[src/rtl/shift_exec_seq.sv]
// shift_exec_seq
//   Multi-cycle shifter for the execute stage. A 32-bit operand is shifted
//   (SLL/SRL/SRA/ROR) through a five-stage log shifter, one binary-weighted
//   stage per clock. Out-of-range (non-ROR) and zero-amount requests finish
//   on a single-cycle fast path.
//
//   state | meaning
//   IDLE  | waiting for start
//   SHIFT | stepping stage k = 4..0, one stage per cycle
//   DONE  | result valid, done pulse; a new start is accepted here
//
// Ports
//   clk_i     rising-edge clock
//   rst_n_i   synchronous active-low reset
//   start_i   request, sampled when not busy
//   op_i      00 SLL, 01 SRL, 10 SRA, 11 ROR
//   data_in_i operand
//   sha_i     5-bit effective shift amount
//   byp_i     amount >= 32 flag (ignored for ROR)
//   busy_o    high in SHIFT
//   done_o    one-cycle pulse with valid result
//   result_o  registered result, held until the next completion
module shift_exec_seq #(
  parameter int WIDTH = 32
) (
  input  logic             clk_i,
  input  logic             rst_n_i,
  input  logic             start_i,
  input  logic [1:0]       op_i,
  input  logic [WIDTH-1:0] data_in_i,
  input  logic [4:0]       sha_i,
  input  logic             byp_i,
  output logic             busy_o,
  output logic             done_o,
  output logic [WIDTH-1:0] result_o
);

  typedef enum logic [1:0] {
    S_IDLE  = 2'd0,
    S_SHIFT = 2'd1,
    S_DONE  = 2'd2
  } state_t;

  localparam logic [1:0] OP_SLL = 2'b00;
  localparam logic [1:0] OP_SRL = 2'b01;
  localparam logic [1:0] OP_SRA = 2'b10;
  localparam logic [1:0] OP_ROR = 2'b11;

  state_t           state_q, state_d;
  logic [2:0]       k_q, k_d;
  logic [1:0]       op_q, op_d;
  logic [4:0]       sha_q, sha_d;
  logic             sign_q, sign_d;
  logic [WIDTH-1:0] work_q, work_d;
  logic [WIDTH-1:0] result_q, result_d;

  // One log-shifter stage: shift work_q by 2^k when sha bit k is set.
  logic [5:0]       amt;
  logic [WIDTH-1:0] shl, shr, fill, stage_val;

  always_comb begin
    amt       = 6'd1 << k_q;
    shl       = work_q << amt;
    shr       = work_q >> amt;
    fill      = ~({WIDTH{1'b1}} >> amt);
    stage_val = work_q;
    if (sha_q[k_q]) begin
      case (op_q)
        OP_SLL:  stage_val = shl;
        OP_SRL:  stage_val = shr;
        OP_SRA:  stage_val = sign_q ? (shr | fill) : shr;
        default: stage_val = shr | (work_q << (6'd32 - amt));
      endcase
    end
  end

  always_ff @(posedge clk_i) begin
    if (!rst_n_i) begin
      state_q  <= S_IDLE;
      k_q      <= 3'd0;
      op_q     <= 2'd0;
      sha_q    <= 5'd0;
      sign_q   <= 1'b0;
      work_q   <= '0;
      result_q <= '0;
    end else begin
      state_q  <= state_d;
      k_q      <= k_d;
      op_q     <= op_d;
      sha_q    <= sha_d;
      sign_q   <= sign_d;
      work_q   <= work_d;
      result_q <= result_d;
    end
  end

  always_comb begin
    state_d  = state_q;
    k_d      = k_q;
    op_d     = op_q;
    sha_d    = sha_q;
    sign_d   = sign_q;
    work_d   = work_q;
    result_d = result_q;

    case (state_q)
      S_SHIFT: begin
        work_d = stage_val;
        if (k_q == 3'd0) begin
          result_d = stage_val;
          state_d  = S_DONE;
        end else begin
          k_d = k_q - 3'd1;
        end
      end
      default: begin
        // IDLE and DONE both accept a new request.
        if (start_i) begin
          op_d   = op_i;
          sha_d  = sha_i;
          sign_d = data_in_i[WIDTH-1];
          work_d = data_in_i;
          if (byp_i && (op_i != OP_ROR)) begin
            result_d = (op_i == OP_SRA) ? {WIDTH{data_in_i[WIDTH-1]}} : '0;
            state_d  = S_DONE;
          end else if (sha_i == 5'd0) begin
            result_d = data_in_i;
            state_d  = S_DONE;
          end else begin
            k_d     = 3'd4;
            state_d = S_SHIFT;
          end
        end else if (state_q == S_DONE) begin
          state_d = S_IDLE;
        end
      end
    endcase
  end

  assign busy_o   = (state_q == S_SHIFT);
  assign done_o   = (state_q == S_DONE);
  assign result_o = result_q;

endmodule

[config.mk]
export PLATFORM = sky130hd
export DESIGN_NAME = shift_exec_seq
export DESIGN_NICKNAME = d
export VERILOG_FILES = /design/src/rtl/shift_exec_seq.sv
export SDC_FILE = /design/constraint.sdc
export NUM_CORES = 1
export LEC_CHECK = 0
export CELL_PAD_IN_SITES_DETAIL_PLACEMENT = 0
export CELL_PAD_IN_SITES_GLOBAL_PLACEMENT = 1
export CORE_AREA = 2 2 162 164
export DETAILED_ROUTE_END_ITERATION = 7
export DIE_AREA = 0 0 164 166
export DONT_BUFFER_PORTS = 1
export GPL_TIMING_DRIVEN = 0
export PLACE_DENSITY = 0.68
export SLEW_MARGIN = 30
export SYNTH_ARGS = -nofsm -noshare
export SYNTH_HDL_FRONTEND = slang
export SYNTH_SLANG_ARGS = --single-unit
export TNS_END_PERCENT = 20
[constraint.sdc]
create_clock -name clk_i -period 12.75 [get_ports clk_i]
set_clock_uncertainty 0.2 [all_clocks]
set_input_delay 3.825 -clock clk_i [delete_from_list [all_inputs] [get_ports clk_i]]
set_output_delay 3.825 -clock clk_i [all_outputs]
set_load 0.01 [all_outputs]
==> results of run 1 <==
==> final timing paths <==
check	start	end	cells past startpoint
max	k_q[0]	work_q[14]	21
min	sha_q[1]	sha_q[1]	2
max reg2reg	k_q[0]	work_q[14]	21
min reg2reg	sha_q[1]	sha_q[1]	2
==> cell usage in the layout, fill, tap and decap left out, drive strengths merged, types with 7 or more instances in the layout <==
cell type  Yosys  routed
a21boi        18      18
o31ai          7       7
nor3          18      18
dfxtp         77      77
o2111ai       12      12
o21ai        120     120
ha             8       8
o221ai        16      16
nand3         27      27
o21a          11      11
a31oi         17      17
a22oi         18      18
and2          15      15
nand4         10      10
nor2b          7       7
o211ai        23      23
buf           48      50
o221a          9       9
or2            7       7
o22ai         24      24
nor2          74      74
clkbuf       102     115
mux4          69      69
a221oi        12      12
a211oi        24      24
mux2          20      20
nand2b        16      16
a21oi        114     114
nand2        141     141
inv           24      24
mux2i         82      82
==> tightest hold or removal path, stage by stage (launching register included) <==
cell and delay [ps]:
dfxtp_1 310, nand2_1 50, a21boi_0 60
==> registers in the layout, indices dropped and copies added (netlist names) <==
signal	flops
sign_q	1
op_q	2
work_q	32
result_o	32
sha_q	5
k_q	3
state_q	2
==> through the flow <==
stage	total power, W	instance area (µm²)
6_report	0.001683	10840
5_1_grt	0.001693	10830
4_1_cts	0.001593	10810
3_5_place_dp	0.001328	10510
3_3_place_gp	0.001344	10470
2_1_floorplan	0.0009406	10050
==> cell type report <==
| type | count | area [µm²] |
|---|---|---|
| fill | 2654 | 14780 |
| sequential | 77 | 1541 |
| buffer | 150 | 678.2 |
| inverter | 25 | 106.4 |
| antenna | 3 | 7.507 |
| clock buffer | 13 | 260.3 |
| timing repair buffer | 2 | 12.51 |
| multi-input combinational | 1036 | 7767 |
| tap | 335 | 419.2 |
| clock inverter | 3 | 43.79 |
==> logic make-up (layout without fill, tap and decap cells) <==
| group | after synthesis | in the layout |
|---|---|---|
| AO/OA/AOI/OAI | 497 | 497 |
| XOR/XNOR | 1 | 1 |
| buffers and inverters | 175 | 193 |
| AND/OR/NAND/NOR | 359 | 359 |
| adder cells (fa/ha/maj) | 8 | 8 |
| multiplexers | 171 | 171 |
| flip-flops | 77 | 77 |
| other | 0 | 3 |
==> metal layers <==
layer / share of wire [%] / routed length [µm]
met5: 0 / 0
met4: 9.3 / 6264
met3: 17 / 11260
met2: 40 / 26870
met1: 34 / 23080
==> power breakdown <==
part           total (W)  internal (W)  leakage, nW  switching [W]
clock           0.000267      0.000163        0.150       0.000105
combinational    0.00109      0.000344         3.00       0.000745
sequential      0.000327      0.000274        0.636      0.0000532
==> results_dict.tcl, run 1 <==
set metrics [dict create \
    yosysUniqueCellTypes 90 \
    stdcell_count 1644 \
    fin_tns_setup_ps 0 \
    synth_flop_cell "dfxtp_1" \
    rows 59 \
    cp-start-kind "flip-flop" \
    grt_use_met2_pct 68.40 \
    grtUsageMet3_pct 21.93 \
    synthAdderAreaFrac_pct 0.9959 \
    synth-edff-count 0 \
    grt_max_degree 13 \
    fp.coreArea_um2 25620 \
    cellPowerDensity_nw_per_um2 155.3 \
    die_w_um 164 \
    cts_sinks 77 \
    layout-drive-gt1-share_pct 13.48 \
    dp_hpwl_um 52710 \
    critPathMaxFanout 10 \
    synth_compound_area_share_pct 32.84 \
    top_usage_layer "met2" \
    slew_headroom_pct 24.51 \
    slew_violations 0 \
    cts_hold_buf 0 \
    finalCoreUtilization_pct 42.30 \
    ir_drop_v 0.00009815 \
    hold_path.class "flip-flop to flip-flop" \
    ys_warn_count 0 \
    numCtsBuffers 9 \
    syn_area_per_cell_um2 7.803 \
    whs_ps 263.4 \
    synthArstFlopShare_pct 0 \
    synth.top_cells.by_area "mux4_2 15%, dfxtp_1 15%, mux2i_1 8.2%" \
    critPathCaptureType "flip-flop" \
    syn2layout_area_growth_pct 7.817 \
    critPathArrivalTime_ps 6680 \
    dp_slack_ps 6222 \
    synth_common_cells "141 x nand2_1, 113 x a21oi_1, 108 x o21ai_0" \
    syn_area_um2 10050 \
    wl_um 67470 \
    io_pins 77 \
    cp_slowest_stage_delay_ps 600 \
    min_period_over_period_pct 51.92 \
    grt_pass1_wl_um 93540 \
    initial_core_util_pct 39.24 \
    yosys.area.top_type_share_pct 15.46 \
    post_cts_buffers 0 \
    period_minus_slack_ps 6619 \
    hold_viol 0 \
    fmax_ghz 0.1511 \
    rsz0062_at_grt "false" \
    critPathTopFamily "buffers and inverters" \
    via_per_inst 7.796 \
    setup_viol 0 \
    post_cts_resized 0 \
    synth_top_area_cell "mux4_2" \
    vias 12820 \
    cellLeakagePower_nw 3.787 \
    drt_iter0_markers 2074 \
    synth-simple-area-share_pct 17.03 \
    cts_tree "done" \
    nNetsFinal 1352 \
    placed_cells 1625 \
    avgRoutedWirePerCell_um 41.04 \
    synthXorXnorAreaFrac_pct 0.08714 \
    first_pass_iters 6 \
    gp_congestion 1.105 \
    critPathSlowestCell "buf_1" \
    setup_ws_ps 6131 \
    die-area_um2 27220 \
    maxCapViolations 0 \
    drc 0 \
    grt_pass1_vias 11920 \
    die_h_um 166 \
    ys_seq_area_share_pct 15.34 \
    path_clk_slew_ps 60 \
    clock_latency_ps 340 \
    rrSetupSlack_ps 6130 \
    synth.most_common_cell "nand2_1" \
    synth_fp_nets 1339 \
    synthMuxAreaShare_pct 25.91 \
    ant_nets 0 \
    cp_num_buf_inv 11 \
    cts-htree-levels 3 \
    grt_util_met1_pct 59.59 \
    syn_inst 1288 \
    synth_seq_cells 77 \
    worstPathCellList "inv_1 -> ha_1 -> buf_6 -> nor2b_4 -> buf_12 -> inv_12 -> buf_12 -> buf_6 -> buf_6 -> buf_2 -> ha_1 -> inv_1 -> ha_1 -> inv_2 -> buf_1 -> mux4_2 -> mux2i_1 -> nand4_1 -> and3_1 -> a41oi_1 -> o21a_1" \
    crit_type "flip-flop to flip-flop" \
    critical_path_required_ps 12810 \
    synth_top_family_by_area "compound AO/OA/AOI/OAI gates" \
    status "finished clean" \
    io_buffer_count 0 \
    grt_antenna_before_repair 2 \
    clock-root-buffer "clkbuf_16" \
    worst_pin_slew_ps 1132 \
    gr-total-overflow 0 \
    grt_usage_pct 48.86 \
    clk_path_buf_depth 2 \
]
(Power assumes the default switching activity.)
==> run 2: changes to the inputs <==
--- a/config.mk
+++ b/config.mk
@@ -5,14 +5,15 @@
 export SDC_FILE = /design/constraint.sdc
 export NUM_CORES = 1
 export LEC_CHECK = 0
+export ABC_AREA = 1
 export CELL_PAD_IN_SITES_DETAIL_PLACEMENT = 0
 export CELL_PAD_IN_SITES_GLOBAL_PLACEMENT = 1
-export CORE_AREA = 2 2 162 164
+export CORE_AREA = 2 2 154 156
 export DETAILED_ROUTE_END_ITERATION = 7
-export DIE_AREA = 0 0 164 166
+export DIE_AREA = 0 0 156 158
 export DONT_BUFFER_PORTS = 1
 export GPL_TIMING_DRIVEN = 0
-export PLACE_DENSITY = 0.68
+export PLACE_DENSITY = 0.75
 export SLEW_MARGIN = 30
 export SYNTH_ARGS = -nofsm -noshare
 export SYNTH_HDL_FRONTEND = slang
==> constraint.sdc (replaced) <==
create_clock -name clk_i -period 6.9 [get_ports clk_i]
set_clock_uncertainty 0.2 [all_clocks]
set_input_delay 2.07 -clock clk_i [delete_from_list [all_inputs] [get_ports clk_i]]
set_output_delay 2.07 -clock clk_i [all_outputs]
set_load 0.01 [all_outputs]
==> run 2 against run 1 <==
Effect of this change:
- cell count grew 23%
- synthesized area shrank 9.3%
- sequential power grew 65%
- fmax grew 36%
- synthesized cell count grew 34%
==> results_dict.tcl, run 2 <==
set metrics [dict create \
    status "finished clean" \
    ir_drop_v 0.0001740 \
    initial_core_util_pct 39.55 \
    post_cts_buffers 0 \
    cts_sinks 77 \
    worst_pin_slew_ps 952.9 \
    clk_path_buf_depth 2 \
    syn_area_per_cell_um2 5.298 \
    io_pins 77 \
    io_buffer_count 0 \
    synth_fp_nets 1772 \
    final_common_cell "nand2_1" \
    first_pass_iters 8 \
    dp_slack_ps 2239 \
    gr-total-overflow 0 \
    hold_path_depth 2 \
    yosysUniqueCellTypes 39 \
    cts_hold_buf 0 \
    hold_viol 0 \
    cts_tree "done" \
    final_cell_mix "537 x nand2_1, 377 x nand3_1, 163 x o21ai_0, 110 x inv_1, 110 x a21oi_1" \
    grt_pass1_wl_um 80230 \
    nNetsFinal 1783 \
    synthArstFlopShare_pct 0 \
    drt_iter0_markers 2062 \
    rrSetupSlack_ps 2020 \
    crit_type "flip-flop to flip-flop" \
    fin_tns_setup_ps 0 \
    synth.top_cells.by_area "nand2_1 22%, nand3_1 21%, dfxtp_1 17%" \
    avgRoutedWirePerCell_um 28.10 \
    dp_hpwl_um 46080 \
    critPathArrivalTime_ps 4920 \
    whs_ps 268.4 \
    clock_latency_ps 360 \
    syn2layout_area_growth_pct 7.177 \
    endpoint "work_q[30]" \
    rr_worst_depth 21 \
    drc 0 \
    rr_startpoint "k_q[1]" \
    critical_path_required_ps 6940 \
    syn_area_um2 9117 \
    setup_viol 0 \
    cellPowerDensity_nw_per_um2 257.1 \
    synth.most_common_cell "nand2_1" \
    slew_headroom_pct 36.47 \
    synth_common_cells "537 x nand2_1, 377 x nand3_1, 163 x o21ai_0" \
    fp.coreArea_um2 23050 \
    cellLeakagePower_nw 4.575 \
    cp-start-kind "flip-flop" \
    synth_top_area_cell "nand2_1" \
    maxCapViolations 0 \
    setup_ws_ps 2023 \
    hold_path.class "flip-flop to flip-flop" \
    cts-htree-levels 3 \
    grt_pass1_vias 11950 \
    ys_seq_area_share_pct 16.91 \
    die-area_um2 24650 \
    period_minus_slack_ps 4877 \
    r2r-end "work_q[30]" \
    synth_seq_cells 77 \
    grt_max_degree 17 \
    critPathLaunch "k_q[1]" \
    grt_antenna_before_repair 0 \
    vias 13130 \
    ys_warn_count 0 \
    critPathCaptureType "flip-flop" \
    rows 56 \
    yosys.area.top_type_share_pct 22.11 \
    min_period_over_period_pct 70.69 \
    fmax_ghz 0.2050 \
    syn_inst 1721 \
    layout-drive-gt1-share_pct 5.009 \
    clock-root-buffer "clkbuf_16" \
    synth-edff-count 0 \
    via_per_inst 6.475 \
    post_cts_resized 0 \
    slew_violations 0 \
    critPathMaxFanout 10 \
    synth_flop_cell "dfxtp_1" \
    rsz0062_at_grt "false" \
    ant_nets 0 \
    path_clk_slew_ps 70 \
    die_h_um 158 \
    wl_um 56990 \
    gp_congestion 1.170 \
    die_w_um 156 \
    numCtsBuffers 9 \
    grt_usage_pct 45.40 \
    worstHoldStart "state_q[1]" \
]
run 2: changes by cell type after synthesis, sizes merged, moves of 20 or more:
cell and delta:
o21ai +62, a211oi -24, mux2i -81, nand3 +350, clkbuf -46, a31oi +21
nand2 +406, mux4 -69, mux2 -20, inv +93
run 2: logic make-up (layout without fill, tap and decap cells):
group | count (synthesis) | count (layout) | synth area share, %
flip-flops | 77 | 77 | 16.91
buffers and inverters | 230 | 246 | 10.55
multiplexers | 1 | 1 | 0.1098
other | 0 | 1 | 0
AND/OR/NAND/NOR | 1040 | 1040 | 49.69
adder cells (fa/ha/maj) | 8 | 8 | 1.098
AO/OA/AOI/OAI | 365 | 365 | 21.64
run 2: final cells by class:
| cell class | count | area (µm²) |
|---|---|---|
| Clock buffer | 9 | 225.2 |
| Tap cell | 290 | 362.8 |
| Sequential cell | 77 | 1541 |
| Inverter | 119 | 454.2 |
| Fill cell | 2705 | 13280 |
| Antenna cell | 1 | 2.502 |
| Buffer | 111 | 508.0 |
| Clock inverter | 7 | 63.81 |
| Multi-Input combinational cell | 1414 | 6614 |
run 2: metal layers:
layer / wire length (µm) / global-route usage, %
met5: 0 / 0
met4: 4878 / 34.29
met3: 8262 / 14.02
met2: 23260 / 66.69
met1: 20590 / 55.55
run 2: worst min-delay path by stage:
| stage | to | slack (ps) |
|---|---|---|
| 2_1_floorplan | state_q[1] | 240 |
| 3_3_place_gp | state_q[1] | 250 |
| 3_5_place_dp | state_q[1] | 260 |
| 4_1_cts | state_q[1] | 270 |
| 5_1_grt | state_q[1] | 280 |
| 6_report | state_q[1] | 270 |
run 2: metrics by stage:
stage	power (W)	cell area, µm²	std cells	util [%]
floorplan	0.001406	9117	1721	-
global placement	0.001949	9480	2011	41.13
detailed placement	0.001936	9480	2011	41.13
CTS	0.002411	9769	2027	42.38
global route	0.002585	9769	2027	42.38
finish	0.002512	9772	2028	42.39
run 2: power breakdown:
group / total [W] / internal, W / switching [W] / leakage (nW)
registers: 0.000541 / 0.000490 / 0.0000512 / 0.637
logic: 0.00150 / 0.000359 / 0.00114 / 3.80
clock network: 0.000474 / 0.000252 / 0.000222 / 0.136
run 2: critical path, stage by stage (launching register included):
cell,delay [ps]
dfxtp_1,370
inv_1,120
ha_1,200
buf_2,200
nand2_4,160
buf_2,300
buf_2,330
ha_1,260
inv_1,70
ha_1,380
clkbuf_1,200
inv_1,110
clkbuf_1,400
nand3_1,130
o21ai_0,160
nor2_1,70
nor2_1,380
nor2_1,90
o21ai_1,300
nand3_1,120
nand2_1,120
a21oi_1,80
==> run 3: changes to the inputs <==
==> constraint.sdc (replaced) <==
create_clock -name clk_i -period 4.6 [get_ports clk_i]
set_clock_uncertainty 0.2 [all_clocks]
set_input_delay 1.38 -clock clk_i [delete_from_list [all_inputs] [get_ports clk_i]]
set_output_delay 1.38 -clock clk_i [all_outputs]
set_load 0.01 [all_outputs]
==> run 3 against run 2 <==
Effect of this change:
- die area unchanged
- fmax increased by 10%
- sequential cell count unchanged
- first-iteration DRC count decreased by 9.5%
- clock-buffer cell count unchanged
- global-route usage hardly changed
- critical path depth unchanged
- critical path type unchanged
- highest routed layer unchanged
- largest power group unchanged
==> results_dict.tcl, run 3 (same netlist as run 2, synthesis figures left out) <==
set metrics [dict create \
    cts_sinks 77 \
    post_cts_buffers 0 \
    clk_path_buf_depth 2 \
    fp.coreArea_um2 23050 \
    via_per_inst 6.511 \
    hold_path.class "flip-flop to flip-flop" \
    numCtsBuffers 9 \
    rrSetupSlack_ps 170 \
    io_pins 77 \
    r2r-end "result_o[26]" \
    ir_drop_v 0.0002607 \
    cts_hold_buf 0 \
    placed_cells 2011 \
    clkPwrFrac_pct 18.9 \
    grt_max_degree 19 \
    cp_slowest_stage_delay_ps 410 \
    min_period_over_period_pct 96.25 \
    seq_area_um2 1541 \
    layout-drive-gt1-share_pct 5.133 \
    gp_congestion 1.170 \
    die_w_um 156 \
    grt_pass1_vias 11990 \
    rr_worst_depth 21 \
    die_h_um 158 \
    stdcell_count 2026 \
    rr_startpoint "k_q[1]" \
    final_cell_mix "537 x nand2_1, 377 x nand3_1, 162 x o21ai_0, 110 x inv_1, 110 x a21oi_1" \
    critPathArrivalTime_ps 4480 \
    highest_layer "met4" \
    nNetsFinal 1780 \
    worstPathCellList "inv_1 -> ha_1 -> buf_2 -> nand2_4 -> clkbuf_4 -> ha_1 -> inv_1 -> ha_1 -> clkbuf_1 -> clkbuf_1 -> nand3_1 -> o21ai_0 -> nand2_1 -> nand3_1 -> nand3_1 -> nand2_1 -> nand2_1 -> nand2_1 -> nand2_1 -> nand2_1 -> a21oi_1" \
    period_minus_slack_ps 4427 \
    worstHoldStart "state_q[1]" \
    initial_core_util_pct 39.55 \
    p_sw_w 0.002111 \
    ant_nets 0 \
    total_power_w 0.003764 \
    crit_type "flip-flop to flip-flop" \
    cts-htree-levels 3 \
    hold_path_depth 2 \
    min_to "state_q[1]" \
    rsz0062_at_grt "false" \
    wl_met1_um 20640 \
    avgRoutedWirePerCell_um 28.05 \
    setup_ws_ps 172.7 \
    multi_input_area_um2 6616 \
    grt_antenna_before_repair 1 \
    die-area_um2 24650 \
    dp_hpwl_um 46080 \
    slew_headroom_pct 37.67 \
    wl_um 56830 \
    clock-root-buffer "clkbuf_16" \
    vias 13190 \
    cellPowerDensity_nw_per_um2 385.3 \
    fmax_ghz 0.2259 \
    cellLeakagePower_nw 4.579 \
    cts_tree "done" \
    p_comb_share_pct 59.6 \
    gr-total-overflow 0 \
    critPathCaptureType "flip-flop" \
    critPathSlowestCell "clkbuf_1" \
    hold_viol 0 \
    syn2layout_area_growth_pct 7.150 \
    internal_power_w 0.001653 \
    pwr-share-seq_pct 21.6 \
    rows 56 \
    final_common_cell "nand2_1" \
    routed-wl-met3_um 8054 \
    drc 0 \
    wl_met2_um 22990 \
    maxCapViolations 0 \
    critical_path_required_ps 4650 \
    critPathMaxFanout 18 \
    status "finished clean" \
    grt_pass1_wl_um 80160 \
    dp_slack_ps -61.43 \
    path_clk_slew_ps 70 \
    drt_iter0_markers 1866 \
    nFillCells 2705 \
    slew_violations 0 \
    cp_common_cell "nand2_1" \
    switching_share_pct 56.08 \
    grt_usage_pct 45.40 \
    worst_pin_slew_ps 934.9 \
    setup_viol 0 \
    io_buffer_count 0 \
    first_pass_iters 7 \
    cp-start-kind "flip-flop" \
    clock_latency_ps 360 \
]
==> run 3: cell types whose count changed in the layout (fill, tap and decap cells not counted), sizes merged <==
cell | before | now
buf | 55 | 52
diode | 1 | 2
==> run 3: routing by layer <==
layer,track usage (%),vias up
met5,0,-
met4,34.43,0
met3,15.85,239
met2,66.37,1083
met1,54.62,6016
li1,-,5854
==> run 3: power groups by stage <==
stage	logic (W)	registers [W]	clock network (W)
after global placement	0.00210	0.000821	0
final	0.00224	0.000812	0.000710
after global routing	0.00233	0.000819	0.000731
after detailed placement	0.00208	0.000822	0
after floorplan	0.00131	0.000797	0
after CTS	0.00209	0.000808	0.000715
==> run 3: final cells by class <==
cell class                 instances  area share, %
buffer                           108          5.123
multi-input combinational       1414          67.73
clock buffer                       9          2.305
inverter                         119          4.649
clock inverter                     7         0.6532
antenna                            2        0.05123
tap                              290          3.714
sequential                        77          15.78
==> run 3: through the flow <==
step	util (%)	hold WS [ps]	instance area (µm²)	TNS (ps)
finish	42.38	268.3	9769	0
detailed placement	41.13	258.8	9480	-110.1
global placement	41.13	254.9	9480	-150.6
CTS	42.37	267.5	9767	0
floorplan	-	244.8	9117	0
global route	42.36	282.8	9764	0
==> run 3: worst max path at each step <==
stage,startpoint,end,slack [ps],depth (start not counted)
2_1_floorplan,k_q[1],work_q[30],1280,21
3_3_place_gp,k_q[0],result_o[30],-80,18
3_5_place_dp,k_q[0],work_q[30],-60,18
4_1_cts,k_q[1],work_q[30],10,20
5_1_grt,k_q[1],result_o[30],40,19
6_report,k_q[1],result_o[26],170,21
==> run 3: critical path: cells and delay by family (launching register included) <==
family,cells,cell delay (ps)
buffers and inverters,6,1380
AND/OR/NAND/NOR,10,1280
adder cells (fa/ha/maj),3,820
flip-flops,1,370
AO/OA/AOI/OAI,2,250
==> run 3: timing repair <==
item | CTS | global route
setup endpoints to repair | 2 | 55
cloned | 0 | 0
gates resized for setup | 1 | 7
